**config.mk**
```make
export PLATFORM = sky130hd
export DESIGN_NAME = game_status_scanner
export DESIGN_NICKNAME = d
export VERILOG_FILES = /design/src/rtl/game_status_scanner.sv
export SDC_FILE = /design/constraint.sdc
export NUM_CORES = 1
export LEC_CHECK = 0
export CORE_ASPECT_RATIO = 1.25
export CORE_UTILIZATION = 45
export DETAILED_ROUTE_END_ITERATION = 12
export DONT_BUFFER_PORTS = 1
export GPL_TIMING_DRIVEN = 1
export PLACE_DENSITY_LB_ADDON = 0.3
export SETUP_SLACK_MARGIN = 0.3
export SLEW_MARGIN = 5
export SYNTH_ARGS = -nofsm -noshare
export SYNTH_HDL_FRONTEND = slang
export SYNTH_SLANG_ARGS = --single-unit
```
**constraint.sdc**
```tcl
create_clock -name clk -period 3.7 [get_ports clk]
set_input_delay 0.74 -clock clk [delete_from_list [all_inputs] [get_ports clk]]
set_output_delay 0.74 -clock clk [all_outputs]
set_load 0.005 [all_outputs]
```
**src/rtl/game_status_scanner.sv**
```systemverilog
// Sequential board scanner: snapshots an N x N board on request, then walks it one
// cell per clock to produce win / lose / empty-count results.
module game_status_scanner #(
  parameter int N       = 4,
  parameter int TILE_W  = 12,
  parameter int MAX_WIN = 11
) (
  input  logic                                  clk,
  input  logic                                  rst,
  input  logic                                  start,
  input  logic [N-1:0][N-1:0][TILE_W-1:0]       board_in,
  output logic                                  busy,
  output logic                                  done,
  output logic                                  win,
  output logic                                  lose,
  output logic [$clog2(N*N+1)-1:0]              empty_count
);

  localparam int CW = (N > 1) ? $clog2(N) : 1;
  localparam int EW = $clog2(N*N+1);
  localparam logic [TILE_W-1:0] WIN_TH = TILE_W'(1) << MAX_WIN;
  localparam logic [CW-1:0]     LAST_RC = CW'(N-1);

  typedef enum logic [1:0] {
    S_IDLE = 2'd0,
    S_SNAP = 2'd1,
    S_SCAN = 2'd2,
    S_DONE = 2'd3
  } state_t;

  state_t                          r_state;
  state_t                          w_state_nxt;
  logic [N-1:0][N-1:0][TILE_W-1:0] r_snap;
  logic [CW-1:0]                   r_row;
  logic [CW-1:0]                   r_col;
  logic                            r_win_acc;
  logic                            r_merge_acc;
  logic [EW-1:0]                   r_zero_cnt;
  logic                            r_busy;
  logic                            r_done;
  logic                            r_win;
  logic                            r_lose;
  logic [EW-1:0]                   r_empty;

  logic                            w_last;
  logic [CW-1:0]                   w_col_nb;
  logic [CW-1:0]                   w_row_nb;
  logic [TILE_W-1:0]               w_cell;
  logic [TILE_W-1:0]               w_right;
  logic [TILE_W-1:0]               w_down;
  logic                            w_is_zero;
  logic                            w_hit_merge;
  logic                            w_win_acc;
  logic                            w_merge_acc;
  logic [EW-1:0]                   w_zero_acc;

  assign w_last    = (r_row == LAST_RC) && (r_col == LAST_RC);
  // Neighbour indices are clamped on the last column/row; the has-neighbour test masks them.
  assign w_col_nb  = (r_col == LAST_RC) ? r_col : r_col + CW'(1);
  assign w_row_nb  = (r_row == LAST_RC) ? r_row : r_row + CW'(1);
  assign w_cell    = r_snap[r_row][r_col];
  assign w_right   = r_snap[r_row][w_col_nb];
  assign w_down    = r_snap[w_row_nb][r_col];
  assign w_is_zero = (w_cell == {TILE_W{1'b0}});
  assign w_hit_merge = !w_is_zero &&
                       (((r_col != LAST_RC) && (w_cell == w_right)) ||
                        ((r_row != LAST_RC) && (w_cell == w_down)));
  assign w_win_acc   = r_win_acc | (w_cell >= WIN_TH);
  assign w_merge_acc = r_merge_acc | w_hit_merge;
  assign w_zero_acc  = r_zero_cnt + (w_is_zero ? EW'(1) : EW'(0));

  // State register
  always_ff @(posedge clk) begin
    if (rst) begin
      r_state <= S_IDLE;
    end else begin
      r_state <= w_state_nxt;
    end
  end

  // Next-state logic
  always_comb begin
    w_state_nxt = r_state;
    case (r_state)
      S_IDLE: begin
        if (start) begin
          w_state_nxt = S_SNAP;
        end else begin
          w_state_nxt = S_IDLE;
        end
      end
      S_SNAP: w_state_nxt = S_SCAN;
      S_SCAN: begin
        if (w_last) begin
          w_state_nxt = S_DONE;
        end else begin
          w_state_nxt = S_SCAN;
        end
      end
      S_DONE:  w_state_nxt = S_IDLE;
      default: w_state_nxt = S_IDLE;
    endcase
  end

  // Snapshot, scan accumulators and registered result outputs
  always_ff @(posedge clk) begin
    if (rst) begin
      r_snap      <= '0;
      r_row       <= '0;
      r_col       <= '0;
      r_win_acc   <= 1'b0;
      r_merge_acc <= 1'b0;
      r_zero_cnt  <= '0;
      r_busy      <= 1'b0;
      r_done      <= 1'b0;
      r_win       <= 1'b0;
      r_lose      <= 1'b0;
      r_empty     <= '0;
    end else begin
      r_busy <= (w_state_nxt == S_SNAP) || (w_state_nxt == S_SCAN);
      r_done <= (w_state_nxt == S_DONE);
      case (r_state)
        S_SNAP: begin
          r_snap      <= board_in;
          r_row       <= '0;
          r_col       <= '0;
          r_win_acc   <= 1'b0;
          r_merge_acc <= 1'b0;
          r_zero_cnt  <= '0;
        end
        S_SCAN: begin
          r_win_acc   <= w_win_acc;
          r_merge_acc <= w_merge_acc;
          r_zero_cnt  <= w_zero_acc;
          if (r_col == LAST_RC) begin
            r_col <= '0;
            r_row <= r_row + CW'(1);
          end else begin
            r_col <= r_col + CW'(1);
          end
          // Results are loaded on the edge into DONE, including the final cell.
          if (w_last) begin
            r_win   <= w_win_acc;
            r_empty <= w_zero_acc;
            r_lose  <= (w_zero_acc == EW'(0)) && !w_merge_acc && !w_win_acc;
          end
        end
        default: begin
          r_row <= r_row;
        end
      endcase
    end
  end

  assign busy        = r_busy;
  assign done        = r_done;
  assign win         = r_win;
  assign lose        = r_lose;
  assign empty_count = r_empty;

endmodule

```
# Word level (Yosys, flattened, before mapping)
# Index checks and enable logic that the tools add are counted.
word_totals:
  regBits: 214
  latchBits: 0
  ramBits: 0
  mem_bits_ro: 0
  inputBits: 195
  output_inout_bits: 9
  wordCells: 90
  mem_count: 0
classes:
  n_addsub: 3
  n_mul: 0
  n_div: 0
  order_cmp: 5
  eq_ne: 13
  shift: 0
  mux: 23
  bitwise_logic: 2
  n_reduce_logical: 17
op_table:
  columns: ["cell", "count"]
  rows:
  - ["$bmux W48 S2", 2]
  - ["$mux W48", 2]
  - ["$bmux W12 S2", 3]
  - ["$mux W12", 3]
  - ["$eq A12 B12 Y1", 2]
  - ["$eq A2 B2 Y1 const B", 6]
  - ["$ge A12 B12 Y1 const B", 1]
  - ["$logic_not A12 Y1", 1]
  - ["$lt A2 B3 Y1 const B", 4]
  - ["$pmux W5 S2", 1]
  - ["$mux W2", 4]
  - ["$pmux W2 S2", 2]
  - ["$pmux W2 S4", 1]
  - ["$logic_and A1 B1 Y1", 6]
  - ["$ne A2 B2 Y1 const B", 3]
  - ["$add A5 B1 Y5", 1]
  - ["$logic_not A5 Y1", 1]
  - ["$add A2 B1 Y2 const B", 2]
  - ["$eq A2 B1 Y1 const B", 2]
  - ["$pmux W1 S2", 2]
  - ["$reduce_and A2 Y1", 2]
  - ["$logic_not A1 Y1", 3]
  - ["$mux W1", 3]
  - ["$logic_not A2 Y1", 1]
  - ["3 further kinds", 5]

# Longest topological paths before layout
logic_depth:
  ltp_word: 14
  ltp_mapped: 16
  mapped_depth_nobuf: 12

# Worst setup path before layout
# No wires, ideal clock.
synth_timing:
  kind: "register to register"
  start: "register r_row[1]"
  end: "register r_merge_acc"
  arrival_ns: 3.083
  required_time_ns: 3.616
  setup_slack_ns: 0.533
  path_stages_with_launch: 13
  n_path_buf: 3
  period_less_slack_ns: 3.167
  path_cell_list: "dfxtp_1 buf_2 buf_6 inv_1 ha_1 buf_6 mux4_2 mux4_2 xor2_1 nor3_2 nand4_1 o41a_1 o31ai_2"
synth_between:
  elab_chain_len: 12
  word_cells_on_any_way: 24
synth_lines:
  columns: ["element", "line", "source"]
  rows:
  - ["start: declaration", "34", "logic [CW-1:0] r_row;"]
  - ["start signal: assignment", "137", "r_row <= r_row + CW'(1);"]
  - ["start signal: assignment", "149", "r_row <= r_row;"]
  - ["$add A2 B1 Y2 or $eq A2 B2 Y1 (tied branches)", "60", "assign w_row_nb = (r_row == LAST_RC) ? r_row : r_row + CW'(1);"]
  - ["$mux W2", "60", null]
  - ["$bmux W48 S2", "63", "assign w_down = r_snap[w_row_nb][r_col];"]
  - ["$mux W48 (implied by the code)", "63", null]
  - ["$bmux W12 S2", "63", null]
  - ["$mux W12 (implied by the code)", "63", null]
  - ["$eq A12 B12 Y1", "67", "((r_row != LAST_RC) && (w_cell == w_down)));"]
  - ["$logic_and A1 B1 Y1", "67", null]
  - ["$logic_or A1 B1 Y1", "66", "(((r_col != LAST_RC) && (w_cell == w_right)) ||"]
  - ["$logic_and A1 B1 Y1 *", "65", "assign w_hit_merge = !w_is_zero &&"]
  - ["$or A1 B1 Y1 *", "69", "assign w_merge_acc = r_merge_acc | w_hit_merge;"]
  - ["$pmux W1 S2 *", "122", "case (r_state)"]
  - ["end signal: assignment", "133", "r_merge_acc <= w_merge_acc;"]
  - ["end: declaration", "37", "logic r_merge_acc;"]
# Every way passes the cells marked *; elsewhere a longest branch is shown, timed or not. The select of a mux whose other input is x is not followed.
# A chain may end at the register's enable or synchronous reset.

# Worst setup path after layout
layout_timing:
  start: "register r_row[0]"
  end: "register r_zero_cnt[4]"
layout_between:
  elab_chain_len: 8
layout_lines:
  columns: ["element", "line", "source"]
  rows:
  - ["$bmux W48 S2", "61", "assign w_cell = r_snap[r_row][r_col];"]
  - ["$mux W48 (implied by the code)", "61", null]
  - ["$bmux W12 S2", "61", null]
  - ["$mux W12 (implied by the code)", "61", null]
  - ["$logic_not A12 Y1", "64", "assign w_is_zero = (w_cell == {TILE_W{1'b0}});"]
  - ["$mux W1", "70", "assign w_zero_acc = r_zero_cnt + (w_is_zero ? EW'(1) : EW'(0));"]
  - ["$add A5 B1 Y5", "70", null]
  - ["$pmux W5 S2", "122", null]
  - ["end signal: assignment", "134", "r_zero_cnt <= w_zero_acc;"]
  - ["end: declaration", "38", "logic [EW-1:0] r_zero_cnt;"]
# No other way between the ends. The select of a mux whose other input is x is not followed.

==> out/metrics.csv <==
metric,value,unit
"commonest non-fill, non-tap cells in the layout","212 x dfxtp_1, 207 x nor2_1, 193 x mux2i_1",
GP Congestion,0.930,
gr usage total,24.9,%
Max stage delay on crit path,0.59,ns
worst path bufs/invs,2,
Die W,143,um
Initial Util,45.8,%
Worst setup EP type,flip-flop,
"Clk pin slew, worst setup/hold paths",0.06,ns
xor/xnor share of the synthesized area,2.11,%
hold buffer count at cts,0,
fillers,2179,
Pint,4.09,mW
Yosys Warn Count,0,
metal3 WL,2.06,mm
WL/cell,24.3,um
Least-Margin Pin Slew,0.985,ns
setup violators final,0,
# IOs,204,
Worst VDD drop,0.395,mV
Startpoint Class,flip-flop,
remaining routing DRC violations,0,
Slew HR,34.3,%
mapped cell area,11200,um^2
Comb power frac,11.5,%
IO buf count,0,
number of H-tree levels,1,
HP Class,in2reg,
min Tclk post-route,3.23,ns
DIE AREA,25500,um^2
Max Used Layer,met4,
total CTS buffers,22,
Most used DFF post-synth,dfxtp_1,
area grow syn2layout,10.3,%
clock sinks,214,
fmax,310,MHz
status,completed,
Mapped Cells,1006,
post-DP HPWL,24.3,mm
Final #Nets,1184,
Yosys reg bits,214,
share of layout cells above drive strength 1,17.2,%
syn_area_per_cell,11.1,um^2
Post-synth EDFFs,0,
part of the Yosys area used for sequential elements,38.3,%
Worst EP required,4.14,ns
Tcrit/Tclk final,87.3,%
Clock Power Share,41.7,%
CORE AREA,24400,um^2
Detail Route Antenna Nets,0,
pin count of the biggest net entering global routing,215,
first-pass GRT wire length,47.2,mm
CTS tree,built,
Compound-Gate Fraction of Synth Area,6.15,%
top cell type's share of synthesized area,38.3,%
Final Util,50.5,%
Register Area,4290,um^2
Die Ht,178,um
CP max FO,10,
GRT overflow,0,
adder-cell share of the synthesized area,1.34,%
sw frac,25.0,%
CP arrival,3.67,ns
Routed met2 length,16.4,mm
1st-pass router iterations,5,
unique cell type count in the Yosys netlist,43,
"commonest non-fill, non-tap cell in the layout",dfxtp_1,
CP max-delay cell,mux4_1,
DRT met1 WL,12.4,mm
mux share of post-synthesis cell area,37.4,%
largest family of logic cells by synthesized area,multiplexers,
vias in the first global route,7706,
Lkg Pwr,4.37,nW
vias,7933,
Flop pwr share,46.8,%
clock latency on the worst-skew pair,0.52,ns
Iteration-0 DRC Markers,673,
Total Wirelength,32.2,mm
Post-synth ARST share,0,%
NetSw,1.36,mW
final hold violations,0,
Post-Synth Simple-Gate Area,10.5,%
RSZ-0062 raised after global routing,yes,
clk_skew,0.0196,ns
initial antenna violation count,1,
"Largest delay share family, worst path",simple AND/OR/NAND/NOR gates,
crit-path cells,buf_4 -> clkbuf_16 -> mux4_1 -> a22oi_1 -> nand2_1 -> nor4_2 -> and3_4 -> ha_1 -> ha_1 -> nand3_1 -> xor2_2 -> nor2_1 -> nand2_1 -> a21oi_1,
Vias/cell,5.99,
clk buf depth,3,
Max Cap Viol,0,
CTS root buffer,clkbuf_16,
FP Rows,64,
Synth area leaders,"dfxtp_1 38%, mux4_2 18%, mux2i_1 17%",
Pwr per Cell Area,442,nW/um^2
"area leader, netlist",dfxtp_1,
kind of critical path,reg2reg,
"Net Count, Synth",1213,
area of the multi-input gates,6490,um^2
fin. max-slew vios,0,
setup TNS,0,ns
## worst register-to-register path: cells and delay by family, from the launching register on
kind	cells	cell delay, ns
flip-flops	1	0.42
multiplexers	1	0.59
AND/OR/NAND/NOR	6	0.89
XOR/XNOR	1	0.18
adder cells (fa/ha/maj)	2	0.37
AO/OA/AOI/OAI	2	0.38
buffers and inverters	2	0.36
## power by group through the flow
stage                     logic, mW  clock network [mW]  registers (mW)
after floorplan               0.533                   0            2.53
after global placement        0.609                   0            2.59
after detailed placement      0.612                   0            2.60
after CTS                     0.617                2.30            2.54
after global routing          0.682                2.39            2.56
final                         0.627                2.27            2.55
## synthesized netlist by cell type (2+ instances only)
cell type        n
nand2_1         30
nor4_1           5
mux4_1          11
nor2b_1          9
o21ai_0          3
buf_4            5
nor3_1           4
dlygate4sd1_1    2
nor2_1         207
ha_1            12
mux2i_1        193
a221oi_1        12
buf_1           18
a22oi_1         38
buf_2            9
a211oi_1         4
a21oi_1         11
and2b_1          2
mux4_2          87
a221oi_2         2
nand4_1          4
buf_6            9
and3_1           2
inv_1            7
xnor2_1         18
clkbuf_1        39
xor2_1           9
nand2b_1         6
a22o_1          14
dfxtp_1        214
nand3_1          8
## through the flow
stage | cells | instance area [um^2] | total power [mW] | hold slack [ns] | setup slack [ns]
final | 1324 | 12300 | 5.45 | 0.297 | 0.469
after global routing | 1324 | 12300 | 5.63 | 0.282 | 0.292
after CTS | 1321 | 12200 | 5.47 | 0.296 | 0.311
after detailed placement | 1281 | 11500 | 3.21 | 0.464 | 0.326
after global placement | 1281 | 11500 | 3.20 | 0.456 | 0.365
after floorplan | 1006 | 11200 | 3.06 | 0.435 | 0.533
## kinds of logic (layout without fill, tap and decap cells)
family	count (synthesis)	after routing
XOR/XNOR	27	27
AND/OR/NAND/NOR	282	282
flip-flops	214	214
AO/OA/AOI/OAI	89	89
adder cells (fa/ha/maj)	12	12
multiplexers	291	291
buffers and inverters	91	78
other	0	1
## final cells by class
cell class              count  share of cell area [%]
multi-input cells         701                    52.6
flip-flops and latches    214                    34.8
clock buffers              33                    5.46
well taps                 330                    3.35
repair buffers             31                    2.93
clock inverters             7                   0.599
inverters                   7                   0.213
diodes                      1                  0.0203
## routing by layer
metal  vias up  GRT usage, %
met5         -             0
met4         0          10.7
met3        82          5.07
met2       316          42.9
met1      3879          30.1
li1       3656             -
## sequential cells by signal, summed over array words and instances (netlist names), 2 cells and up
signal / flops
r_snap: 192
empty_count: 5
r_zero_cnt: 5
r_col: 2
r_row: 2
r_state: 2
## what timing repair did
| action | CTS | global route |
|---|---|---|
| buffers inserted | 0 | 1 |
| resized for setup | 0 | 12 |
| setup endpoints to repair | 0 | 4 |
## worst paths after layout
path                               startpoint                          end  slack, ns  cells past startpoint
setup reg to reg        r_row[0]$_SDFFE_PP0P_   r_zero_cnt[4]$_SDFFE_PP0P_       0.47                     14
hold / removal                            rst              done$_SDFF_PP0_       0.30                      1
hold reg to reg   empty_count[1]$_SDFFE_PP0P_  empty_count[1]$_SDFFE_PP0P_       0.47                      2
setup / recovery        r_row[0]$_SDFFE_PP0P_   r_zero_cnt[4]$_SDFFE_PP0P_       0.47                     14
Note: power is estimated with default switching activity, not from simulation.
